`config.mk`:
```
export PLATFORM = sky130hd
export DESIGN_NAME = ps2_host_tx
export DESIGN_NICKNAME = d
export VERILOG_FILES = /design/src/rtl/ps2_host_tx.sv
export SDC_FILE = /design/constraint.sdc
export NUM_CORES = 1
export LEC_CHECK = 0
export CAP_MARGIN = 20
export CORE_ASPECT_RATIO = 1.25
export CORE_MARGIN = 5
export CORE_UTILIZATION = 45
export CTS_CLUSTER_DIAMETER = 40
export CTS_CLUSTER_SIZE = 14
export DETAILED_ROUTE_END_ITERATION = 8
export PLACE_DENSITY_LB_ADDON = 0.1
export SLEW_MARGIN = 20
export SYNTH_ARGS = -nofsm -noshare
export SYNTH_HDL_FRONTEND = slang
export SYNTH_SLANG_ARGS = --single-unit
```
`constraint.sdc`:
```
create_clock -name wb_clk_i -period 1.5 [get_ports wb_clk_i]
set_input_delay 0.15 -clock wb_clk_i [delete_from_list [all_inputs] [get_ports wb_clk_i]]
set_output_delay 0.15 -clock wb_clk_i [all_outputs]
set_load 0.01 [all_outputs]
```
`src/rtl/ps2_host_tx.sv`:
```
// ps2_host_tx: PS/2 host-to-device command transmitter with synchronised, filtered line inputs.
// Optional transfer watchdog is enabled by defining PS2_TX_TIMEOUT_EN.
module ps2_host_tx #(
    parameter int unsigned INHIBIT_CYCLES = 10000,
    parameter int unsigned FILTER_CYCLES  = 20,
    parameter int unsigned TIMEOUT_CYCLES = 2000000
) (
    input  logic       wb_clk_i,
    input  logic       wb_rst_ni,
    input  logic [7:0] tx_data,
    input  logic       tx_valid,
    output logic       tx_ready,
    input  logic       ps2_clk_i,
    input  logic       ps2_data_i,
    output logic       ps2_clk_oe,
    output logic       ps2_data_oe,
    output logic       tx_busy,
    output logic       tx_done,
    output logic       tx_err
);

    localparam int unsigned INH_W = $clog2(INHIBIT_CYCLES + 1);
    localparam int unsigned FLT_W = $clog2(FILTER_CYCLES + 1);

    typedef enum logic [2:0] {
        IDLE, INHIBIT, REQ, DATA, PARITY, STOP, ACK, WAIT_IDLE
    } state_e;

    state_e           state_q, state_d;
    logic [1:0]       raw, sync1_q, sync2_q, filt_q;   // bit 0 = clock, bit 1 = data
    logic [FLT_W-1:0] fcnt_q [2];
    logic             clk_prev_q;
    logic             fall, accept, in_xfer, timeout_hit;
    logic [7:0]       shift_q;
    logic             parity_q;
    logic [2:0]       bit_cnt_q;
    logic [INH_W-1:0] inh_cnt_q;
    logic             drive_q;

    assign raw     = {ps2_data_i, ps2_clk_i};
    assign fall    = clk_prev_q & ~filt_q[0];
    assign accept  = tx_valid && (state_q == IDLE);
    assign in_xfer = (state_q == DATA) || (state_q == PARITY) ||
                     (state_q == STOP) || (state_q == ACK);

    always_ff @(posedge wb_clk_i or negedge wb_rst_ni) begin
        if (!wb_rst_ni) begin
            sync1_q    <= '1;
            sync2_q    <= '1;
            filt_q     <= '1;
            clk_prev_q <= 1'b1;
            for (int unsigned i = 0; i < 2; i++) fcnt_q[i] <= '0;
        end else begin
            sync1_q    <= raw;
            sync2_q    <= sync1_q;
            clk_prev_q <= filt_q[0];
            // a line only flips after FILTER_CYCLES consecutive samples disagree with it
            for (int unsigned i = 0; i < 2; i++) begin
                if (sync2_q[i] == filt_q[i]) begin
                    fcnt_q[i] <= '0;
                end else if (fcnt_q[i] == FLT_W'(FILTER_CYCLES - 1)) begin
                    filt_q[i] <= sync2_q[i];
                    fcnt_q[i] <= '0;
                end else begin
                    fcnt_q[i] <= fcnt_q[i] + FLT_W'(1);
                end
            end
        end
    end

`ifdef PS2_TX_TIMEOUT_EN
    localparam int unsigned TO_W = $clog2(TIMEOUT_CYCLES + 1);
    logic [TO_W-1:0] wdog_q;

    always_ff @(posedge wb_clk_i or negedge wb_rst_ni) begin
        if (!wb_rst_ni)           wdog_q <= '0;
        else if (state_q == REQ)  wdog_q <= '0;
        else if (in_xfer)         wdog_q <= wdog_q + TO_W'(1);
    end

    // an ACK edge landing on the expiry cycle wins, keeping done/err exclusive
    assign timeout_hit = in_xfer && (wdog_q == TO_W'(TIMEOUT_CYCLES - 1)) &&
                         !((state_q == ACK) && fall);
`else
    assign timeout_hit = 1'b0;
`endif

    always_ff @(posedge wb_clk_i or negedge wb_rst_ni) begin
        if (!wb_rst_ni) state_q <= IDLE;
        else            state_q <= state_d;
    end

    always_comb begin
        state_d = state_q;
        unique case (state_q)
            IDLE:      if (accept) state_d = INHIBIT;
            INHIBIT:   if (inh_cnt_q == INH_W'(INHIBIT_CYCLES - 1)) state_d = REQ;
            REQ:       state_d = DATA;
            DATA:      if (fall && (bit_cnt_q == 3'd7)) state_d = PARITY;
            PARITY:    if (fall) state_d = STOP;
            STOP:      if (fall) state_d = ACK;
            ACK:       if (fall) state_d = WAIT_IDLE;
            WAIT_IDLE: if (filt_q == 2'b11) state_d = IDLE;
            default:   state_d = IDLE;
        endcase
        if (timeout_hit) state_d = WAIT_IDLE;
    end

    always_comb begin
        tx_ready    = (state_q == IDLE);
        tx_busy     = (state_q != IDLE);
        ps2_clk_oe  = (state_q == INHIBIT) || (state_q == REQ);
        ps2_data_oe = (state_q == REQ) || (in_xfer && drive_q);
        tx_done     = (state_q == ACK) && fall && !filt_q[1];
        tx_err      = ((state_q == ACK) && fall && filt_q[1]) || timeout_hit;
    end

    always_ff @(posedge wb_clk_i or negedge wb_rst_ni) begin
        if (!wb_rst_ni) begin
            shift_q   <= '0;
            parity_q  <= 1'b0;
            bit_cnt_q <= '0;
            inh_cnt_q <= '0;
            drive_q   <= 1'b0;
        end else begin
            if (accept) begin
                shift_q  <= tx_data;
                parity_q <= ~^tx_data;
            end
            inh_cnt_q <= (state_q == INHIBIT) ? inh_cnt_q + INH_W'(1) : '0;
            unique case (state_q)
                REQ: begin
                    drive_q   <= 1'b1;
                    bit_cnt_q <= '0;
                end
                DATA: if (fall) begin
                    drive_q   <= ~shift_q[0];
                    shift_q   <= {1'b0, shift_q[7:1]};
                    bit_cnt_q <= bit_cnt_q + 3'd1;
                end
                PARITY: if (fall) drive_q <= ~parity_q;
                STOP:   if (fall) drive_q <= 1'b0;
                ACK:    ;
                default: drive_q <= 1'b0;
            endcase
        end
    end

endmodule

```
After elaboration in Yosys (flattened, before gate mapping)
Cells that the tools add are included.
Widths: inputs -> output; s select.
- input bits: 13
- logic and storage cells: 89
- output and inout bits: 6
- register bits after elaboration: 47
- mux-type cells: 22
- bitwise operators: 7
- reduce and logical (&&, ||, !) cells: 21
- equal/unequal tests: 22
- add/subtract/negate cells: 4
- operators by type and width (cell ; count):
    $mux 3 ; 8
    $mux 8 ; 3
    $pmux 3 s8 ; 1
    $mux 5 ; 4
    $eq 3x3->1 const B ; 5
    $add 14x1->14 const B ; 1
    $eq 14x14->1 const B ; 1
    $mux 14 ; 1
    $ne 2x2->1 const B ; 6
    $add 5x1->5 const B ; 2
    $eq 5x5->1 const B ; 2
    $reduce_xnor 8->1 ; 1
    $reduce_and 7->1 ; 1
    $eq 3x2->1 const B ; 2
    $logic_and 1x1->1 ; 6
    $not 1->1 ; 6
    $pmux 3 s2 ; 1
    $reduce_and 2->1 ; 3
    $logic_or 1x1->1 ; 5
    $pmux 1 s5 ; 1
    $ne 2x1->1 const B ; 2
    $reduce_and 4->1 ; 1
    $add 3x1->3 const B ; 1
    $eq 3x1->1 const B ; 1
    other kinds (8) ; 11

Logic depth before layout (Yosys ltp)
Gate-level depths: netlist of run 1.
- depth after elaboration: 6
- depth in mapped cells: 6
- gate-level depth less buffers: 6

Least setup slack after synthesis of run 1
Ideal clock, no wire load.
- path kind: register to register
- from: reg bit_cnt_q[0]
- to: reg state_q[1]
- cell stages (with the launch flop): 7
- required time: 1.375 ns
- path buffers: 0
- setup slack: -0.051 ns
- arrival: 1.426 ns
- clock period less this slack: 1.551 ns
- library setup time: 0.125 ns
- path through: dfrtp_1 -> ha_1 -> ha_1 -> nand3b_1 -> a31oi_1 -> o21ai_2 -> mux2_4
- longest elaborated chain between the ends: 4
- ends and longest elaborated chain (element ; line ; source):
    from (decl) ; 36 ; logic [2:0] bit_cnt_q;
    from (signal assigned) ; 139 ; bit_cnt_q <= bit_cnt_q + 3'd1;
    $eq 3x3->1 ; 99 ; DATA: if (fall && (bit_cnt_q == 3'd7)) state_d = PARITY;
    $logic_and 1x1->1 ; 99 ;
    $ne 2x1->1 (no source line) ; - ;
    $reduce_and 7->1 (no source line) ; - ;
    to (signal assigned) ; 90 ; else state_q <= state_d;
    to (decl) ; 29 ; state_e state_q, state_d;
Every way passes these cells.
A chain may end at the register's enable or synchronous reset.

Worst setup path after layout of run 1
- from: reg state_q[0]
- to: out ps2_data_oe
- longest elaborated chain between the ends: 6
- elaborated cells between the ends (all ways): 10
- those cells by class: 5 x eq/ne; 5 x reduce/logical
- ends and longest elaborated chain (element ; line ; source):
    $eq 3x2->1 / $eq 3x3->1 (equally long branches) ; 43 ; assign in_xfer = (state_q == DATA) || (state_q == PARITY) ||
    $logic_or 1x1->1 (2 in series) ; 43 ;
    $logic_or 1x1->1 ; 44 ; (state_q == STOP) || (state_q == ACK);
    $logic_and 1x1->1 ; 113 ; ps2_data_oe = (state_q == REQ) || (in_xfer && drive_q);
    $logic_or 1x1->1 * ; 113 ;
    to (decl) ; 16 ; output logic ps2_data_oe,
Every way passes the cells marked *; elsewhere a longest branch is shown, timed or not.

==> summary.md, run 1 <==
## Run status
- **status** finished, violations left
- **violations in the final reports** negative setup slack

## Layout
- **final core utilization** 60.0%
- **Area growth, synth to finish** 28.6%
- **final net count** 302
- **# diodes** 0
- **Cell Count, Final, Fillers Out** 347
- **fraction of layout instances using a drive strength above 1** 29.8%
- **summed area of non-filler cells in the final layout** 0.00307 mm^2

## Route
- **number of vias per cell after detailed routing** 5.06
- **wire length per cell** 12.6 um
- **Routed Wire Length** 4360 um
- **detailed router's first-iteration violation count** 48
- **drt first pass iters** 4
- **post-route ant nets** 0
- **via count** 1,755
- **Residual DRC** 0

## Timing
- **post-route worst setup slack** -0.0369 ns
- **Final Critical Period** 1.54 ns
- **Setup violations, final** 3
- **ratio of final minimum period to clock period** 102%
- **unrepaired setup endpoints after global routing** yes
- **maximum clock frequency** 0.651 GHz
- **Setup Skew** 0.0112 ns
- **final hold violation count** 0
- **Final Max Slew Viols** 0
- **worst slew margin relative to its limit** 68.1%
- **worst-margin pin slew** 0.479 ns

## Floorplanning
- **Core Box Area** 0.00512 mm^2
- **starting utilization of the core area** 46.6%
- **total die area** 0.00686 mm^2
- **floorplan die width** 75.1 um
- **cell row count** 29
- **Die Ht** 91.4 um
- **number of top-level pins** 19

## Setup path
- **worst-case register-to-register setup slack** -0.03 ns
- **length in cells of the worst reg-to-reg path** 6
- **data arrival at the endpoint of the critical path** 1.39 ns
- **RR Endpoint** state_q[1]$_DFFE_PN0P_
- **Max stage delay cell, worst path** sky130_fd_sc_hd__dfrtp_2
- **reg-to-reg startpoint** bit_cnt_q[0]$_DFFE_PN0P_
- **start point of the critical path** state_q[0]$_DFFE_PN0P_
- **end point of the critical path** ps2_data_oe
- **slowest cell delay on critical path** 0.44 ns
- **Setup CP Type** reg -> out
- **category of the worst setup path launch point** flop
- **CP Capture Type** primary output
- **CP max FO** 4
- **endpoint required time on the critical path** 1.35 ns
- **CP cell instances** buf_4 -> nand2_4 -> nand2_1 -> a221oi_2 -> buf_2

## Global routing
- **initial antenna violation count** 0
- **pin count of the biggest net entering global routing** 24
- **number of global-route vias before repair** 1,741
- **GRT Util Overall** 13.9%
- **first-pass GRT wire length** 7600 um
- **total gr overflow** 0

## Synthesis
- **YS warnings** 0
- **post-synthesis cell type count** 45
- **post-synth net total** 250
- **ys flop type** sky130_fd_sc_hd__dfrtp_1
- **Seq cells post-synth** 47
- **Netlist Area Pre-Place** 0.00238 mm^2
- **register area share after synthesis** 49.7%
- **mean instance size in the synthesized netlist** 10.3 um^2
- **asr flop ratio synth** 100%
- **EDFF count, synth** 0
- **number of cells produced by synthesis** 232

## Pwr
- **leakage power** 1.24 nW
- **maximum VDD drop** 0.532 mV
- **power density over cell area** 767 mW/mm^2
- **total chip power** 2.35 mW

## Clock tree
- **cell at the root of the clock tree** sky130_fd_sc_hd__clkbuf_8
- **number of buffers between clock root and the deepest sink** 2
- **TritonCTS clock tree** yes
- **clock latency on the worst-skew pair** 0.30 ns
- **clock sink count** 47
- **clock-pin slew on the worst setup and hold paths** 0.09 ns
- **number of buffers created by CTS** 5
- **depth of the CTS H-tree** 2

## Worst hold path
- **classification of the worst-slack hold path** in -> reg
- **instance count along the most critical hold path** 1

## Placed design
- **setup slack after placement** -0.0973 ns
- **sum of net half-perimeters after detailed placement** 3170 um
- **number of cells after detailed placement** 331
- **Final GP Congestion** 0.772
- **placement-stage cell area** 0.00282 mm^2
- **IO Port Bufs** 18

## Flow run
- **max-cap check violation count** 0

[worst max-delay path, delay by kind of cell (launching register included)]
kind | cells | cell delay [ns]
AOI/OAI and AO/OA | 1 | 0.22
buffers and inverters | 2 | 0.32
DFF | 1 | 0.44
and+or+nand+nor | 2 | 0.11
[area by class of cell]
class	instances	area (um^2)
Fill cell	437	2050
Inverter	10	37.5
Multi-Input combinational cell	167	1200
Tap cell	62	77.6
Clock buffer	5	68.8
Clock inverter	3	43.8
Timing Repair Buffer	53	450
Sequential cell	47	1190
[registers in the layout, indices dropped and copies added, names as in the netlist]
| register | count |
|---|---|
| bit_cnt_q | 3 |
| drive_q | 1 |
| inh_cnt_q | 14 |
| sync2_q | 2 |
| fcnt_q | 10 |
| clk_prev_q | 1 |
| filt_q | 2 |
| state_q | 3 |
| sync1_q | 2 |
| shift_q | 8 |
| parity_q | 1 |
[power by group]
| part | total, mW | switching (mW) | internal, mW |
|---|---|---|---|
| sequential | 1.30 | 0.0127 | 1.29 |
| combinational | 0.136 | 0.0635 | 0.0728 |
| clock | 0.917 | 0.420 | 0.496 |
| total | 2.35 | 0.497 | 1.86 |
[metal layers]
layer / wire, um / share of wire (%) / track usage (%) / vias up
li1: - / - / - / 896
met1: 1940 / 45 / 17.6 / 836
met2: 2250 / 52 / 23.6 / 18
met3: 128 / 2.9 / 2.76 / 5
met4: 39 / 0.89 / 3.56 / 0
met5: 0 / 0 / 0 / -
[synthesized netlist by cell type, types with 2 or more instances]
cell type | number | area (um^2)
sky130_fd_sc_hd__o21ai_0 | 7 | 35.0
sky130_fd_sc_hd__nor4_2 | 2 | 25.0
sky130_fd_sc_hd__nand2_1 | 17 | 63.8
sky130_fd_sc_hd__dfrtp_1 | 40 | 1000
sky130_fd_sc_hd__nor3_1 | 7 | 35.0
sky130_fd_sc_hd__nand2b_1 | 5 | 31.3
sky130_fd_sc_hd__xor2_1 | 4 | 35.0
sky130_fd_sc_hd__a22oi_1 | 3 | 22.5
sky130_fd_sc_hd__dfstp_2 | 7 | 184
sky130_fd_sc_hd__buf_6 | 2 | 22.5
sky130_fd_sc_hd__a21oi_1 | 8 | 40.0
sky130_fd_sc_hd__or3_1 | 2 | 12.5
sky130_fd_sc_hd__buf_2 | 5 | 25.0
sky130_fd_sc_hd__mux2i_1 | 10 | 100
sky130_fd_sc_hd__nor2_1 | 30 | 113
sky130_fd_sc_hd__nand3_1 | 9 | 45.0
sky130_fd_sc_hd__mux2_2 | 4 | 45.0
sky130_fd_sc_hd__inv_1 | 10 | 37.5
sky130_fd_sc_hd__nand4_1 | 2 | 12.5
sky130_fd_sc_hd__ha_1 | 5 | 62.6
sky130_fd_sc_hd__o21ai_1 | 7 | 35.0
sky130_fd_sc_hd__nor2b_1 | 3 | 18.8
sky130_fd_sc_hd__xnor2_1 | 21 | 184
[worst min path at each step]
stage	start	endpoint	slack, ns
after floorplan	wb_rst_ni	bit_cnt_q[0]$_DFFE_PN0P_	-0.15
after global placement	wb_rst_ni	fcnt_q[5]$_DFF_PN0_	0.14
after global routing	ps2_clk_i	sync1_q[0]$_DFF_PN1_	0.25
after detailed placement	wb_rst_ni	fcnt_q[5]$_DFF_PN0_	0.14
final	ps2_clk_i	sync1_q[0]$_DFF_PN1_	0.26
after CTS	ps2_clk_i	sync1_q[0]$_DFF_PN1_	0.24
[metrics by stage]
step | TNS, ns | hold slack [ns]
2_1_floorplan | 0 | -0.146
3_3_place_gp | -0.331 | 0.140
3_5_place_dp | -0.379 | 0.136
4_1_cts | -0.0287 | 0.242
5_1_grt | -0.972 | 0.253
6_report | -0.0755 | 0.257
[timing repair]
item | 4_1_cts | 5_1_grt
hold endpoints to repair | 11 | 0
endpoints found under the setup margin | 15 | 20
setup buffers | 4 | 3
pin swaps | 1 | 4
gates resized for setup | 35 | 12
hold buffers | 1 | 0
[placed cells by master (no fill, tap or decap), types with 2 or more instances in the layout]
cell | synthesis | routed
sky130_fd_sc_hd__o21ai_0 | 7 | 7
sky130_fd_sc_hd__xnor2_1 | 21 | 21
sky130_fd_sc_hd__or3_1 | 2 | 2
sky130_fd_sc_hd__inv_1 | 10 | 10
sky130_fd_sc_hd__dfrtp_2 | 0 | 2
sky130_fd_sc_hd__dfstp_2 | 7 | 7
sky130_fd_sc_hd__buf_2 | 5 | 7
sky130_fd_sc_hd__buf_6 | 2 | 4
sky130_fd_sc_hd__xor2_1 | 4 | 4
sky130_fd_sc_hd__mux2i_1 | 10 | 10
sky130_fd_sc_hd__nor3_1 | 7 | 7
sky130_fd_sc_hd__nor2_1 | 30 | 29
sky130_fd_sc_hd__ha_1 | 5 | 2
sky130_fd_sc_hd__clkbuf_8 | 0 | 5
sky130_fd_sc_hd__clkdlybuf4s50_1 | 0 | 11
sky130_fd_sc_hd__dfrtp_1 | 40 | 38
sky130_fd_sc_hd__ha_2 | 0 | 2
sky130_fd_sc_hd__mux2_2 | 4 | 4
sky130_fd_sc_hd__nand3_1 | 9 | 8
sky130_fd_sc_hd__o21ai_1 | 7 | 7
sky130_fd_sc_hd__nand4_1 | 2 | 2
sky130_fd_sc_hd__a22oi_1 | 3 | 3
sky130_fd_sc_hd__buf_4 | 0 | 28
sky130_fd_sc_hd__nand2b_1 | 5 | 4
sky130_fd_sc_hd__nor4_2 | 2 | 2
sky130_fd_sc_hd__nand2_1 | 17 | 17
sky130_fd_sc_hd__a21oi_1 | 8 | 8
sky130_fd_sc_hd__buf_12 | 0 | 2
[kinds of logic (layout without fill, tap and decap cells)]
logic type | count (synthesis) | in the layout | synth area share [%]
AO/OA/AOI/OAI | 33 | 33 | 8.24
AND/OR/NAND/NOR | 88 | 88 | 18.9
buffers and inverters | 18 | 71 | 3.72
multiplexers | 16 | 16 | 7.66
adder cells (fa/ha/maj) | 5 | 5 | 2.62
flip-flops | 47 | 47 | 49.7
XOR/XNOR | 25 | 25 | 9.18
Note: power is estimated with default switching activity, not from simulation.
==> run 2, diff against run 1 <==
Settings changed: CELL_PAD_IN_SITES_DETAIL_PLACEMENT from default to 0, CELL_PAD_IN_SITES_GLOBAL_PLACEMENT from default to 2, CORE_UTILIZATION 45 to 34.
==> run 2 against run 1 <==
Compared with the run above:
- the run still ends with negative setup slack left
- largest cell class unchanged
- critical path depth up 1
- largest power group unchanged
- via count grew 3.2%
- critical path type is now reg -> reg
- highest routed layer unchanged
- wire length grew 18%
==> summary.md, run 2 (synthesis gave the netlist of run 1 again) <==
## Run status
- **status** finished, violations left
- **violations in the final reports** negative setup slack

## Timing
- **worst-margin pin slew** 0.384 ns
- **Setup violations, final** 2
- **worst slew margin relative to its limit** 74.2%
- **unrepaired setup endpoints after global routing** yes
- **Final Max Slew Viols** 0
- **Setup TNS Final** -0.0700 ns
- **final hold violation count** 0
- **maximum clock frequency** 0.649 GHz
- **ratio of final minimum period to clock period** 103%
- **Setup Skew** 0.00953 ns
- **Final Critical Period** 1.54 ns
- **worst hold slack** 0.248 ns
- **post-route worst setup slack** -0.0397 ns

## Route
- **Routed Wire Length** 5130 um
- **post-route ant nets** 0
- **number of vias per cell after detailed routing** 4.79
- **Residual DRC** 0
- **drt first pass iters** 4
- **wire length per cell** 13.6 um
- **via count** 1,812
- **detailed router's first-iteration violation count** 45

## Pwr
- **combinational fraction of design power** 5.5%
- **Clock power frac** 41.1%
- **switching share of power** 21.7%
- **Internal Dissipation** 1.91 mW
- **sequential power share** 53.4%
- **leakage power** 1.27 nW
- **maximum VDD drop** 0.347 mV
- **power density over cell area** 769 mW/mm^2
- **net switching power** 0.528 mW

## Placed design
- **placement-stage cell area** 0.00287 mm^2
- **sum of net half-perimeters after detailed placement** 3490 um
- **IO Port Bufs** 18
- **Final GP Congestion** 0.737

## Global routing
- **first-pass GRT wire length** 8870 um
- **total gr overflow** 0
- **initial antenna violation count** 0
- **GRT Util Overall** 12.4%
- **pin count of the biggest net entering global routing** 48
- **number of global-route vias before repair** 1,868

## Clock tree
- **cell at the root of the clock tree** sky130_fd_sc_hd__clkbuf_8
- **clock latency on the worst-skew pair** 0.30 ns
- **clock-pin slew on the worst setup and hold paths** 0.09 ns
- **number of buffers between clock root and the deepest sink** 2
- **TritonCTS clock tree** yes
- **depth of the CTS H-tree** 2
- **clock sink count** 47
- **number of buffers created by CTS** 5

## Setup path
- **category of the worst setup path launch point** flop
- **Setup CP Type** reg -> reg
- **CP max FO** 2
- **endpoint required time on the critical path** 1.68 ns
- **Max stage delay cell, worst path** sky130_fd_sc_hd__dfrtp_1
- **slowest cell delay on critical path** 0.41 ns
- **CP cell instances** ha_2 -> ha_4 -> nand3b_1 -> a31oi_2 -> o21ai_2 -> mux2_4
- **kind of cell adding the most delay to the critical path** flip-flops
- **data arrival at the endpoint of the critical path** 1.72 ns
- **CP Capture Type** flop
- **critical path buffer and inverter count** 0

## Floorplanning
- **cell row count** 34
- **floorplan die width** 84.9 um
- **Core Box Area** 0.00689 mm^2
- **starting utilization of the core area** 34.6%
- **number of top-level pins** 19
- **total die area** 0.00880 mm^2
- **Die Ht** 104 um

## Layout
- **largest reg by FF count** inh_cnt_q
- **Multi-input gate area** 0.00121 mm^2
- **leading cell types in the layout, fill and taps excluded** 36 x sky130_fd_sc_hd__dfrtp_1, 28 x sky130_fd_sc_hd__nor2_1, 27 x sky130_fd_sc_hd__buf_4
- **Area growth, synth to finish** 32.9%
- **count of fill cells added during filler insertion** 687
- **area taken by flip-flops and latches** 0.00119 mm^2
- **fraction of layout instances using a drive strength above 1** 33.0%
- **most common cell after layout, fill and taps aside** sky130_fd_sc_hd__dfrtp_1
- **final net count** 305
- **# diodes** 0
- **summed area of non-filler cells in the final layout** 0.00317 mm^2
- **top flop regs** inh_cnt_q x14, fcnt_q x10, shift_q x8
- **number of flip-flops under the largest register name** 14

## Flow run
- **max-cap check violation count** 0

## Worst hold path
- **classification of the worst-slack hold path** in -> reg

run 2: metal layers:
metal	track usage [%]	vias up	routed length, um
li1	-	899	-
met1	15.0	884	2240
met2	20.9	23	2670
met3	2.94	6	136
met4	5.20	0	89
met5	0	-	0
run 2: final timing paths:
kind / end / depth (start not counted) / start / slack, ns
worst max-delay path: state_q[1]$_DFFE_PN0P_ / 6 / bit_cnt_q[0]$_DFFE_PN0P_ / -0.04
worst min-delay path: sync1_q[1]$_DFF_PN1_ / 1 / ps2_data_i / 0.25
worst max register to register: state_q[1]$_DFFE_PN0P_ / 6 / bit_cnt_q[0]$_DFFE_PN0P_ / -0.04
worst min register to register: sync2_q[1]$_DFF_PN1_ / 0 / sync1_q[1]$_DFF_PN1_ / 0.36
max in group asynchronous: clk_prev_q$_DFF_PN1_ / 3 / wb_rst_ni / 0.86
min in group asynchronous: shift_q[0]$_DFF_PN0_ / 3 / wb_rst_ni / 0.36
run 2: power by group through the flow:
stage                     Sequential [mW]  Combinational, mW  Clock, mW
final                                1.30              0.134       1.00
after global routing                 1.31              0.153       1.11
after CTS                            1.30              0.139       1.06
after detailed placement             1.33              0.137          0
after global placement               1.33              0.137          0
after floorplan                      1.32             0.0587          0
run 2: stage by stage:
step	setup WS, ns	std cells	total power, mW	utilization (%)
after CTS	-0.0530	375	2.50	44.7
after global routing	-0.128	378	2.57	46.0
after floorplan	0.00535	232	1.38	-
final	-0.0397	378	2.44	46.0
after detailed placement	-0.0952	360	1.46	41.6
after global placement	-0.0830	360	1.46	41.6
run 2: area by class of cell:
type | count | share of cell area [%]
Clock buffer | 6 | 2.61
Clock inverter | 2 | 1.22
Inverter | 10 | 1.18
Multi-Input combinational cell | 167 | 38.3
Sequential cell | 47 | 37.5
Tap cell | 90 | 3.55
Timing Repair Buffer | 56 | 15.6
run 2: what timing repair did:
action | 4_1_cts | 5_1_grt
endpoints found under the hold margin | 40 | 0
setup endpoints to repair | 19 | 29
gates resized for setup | 38 | 18
pin swaps | 5 | 8
setup buffers | 6 | 3
hold buffers | 1 | 0
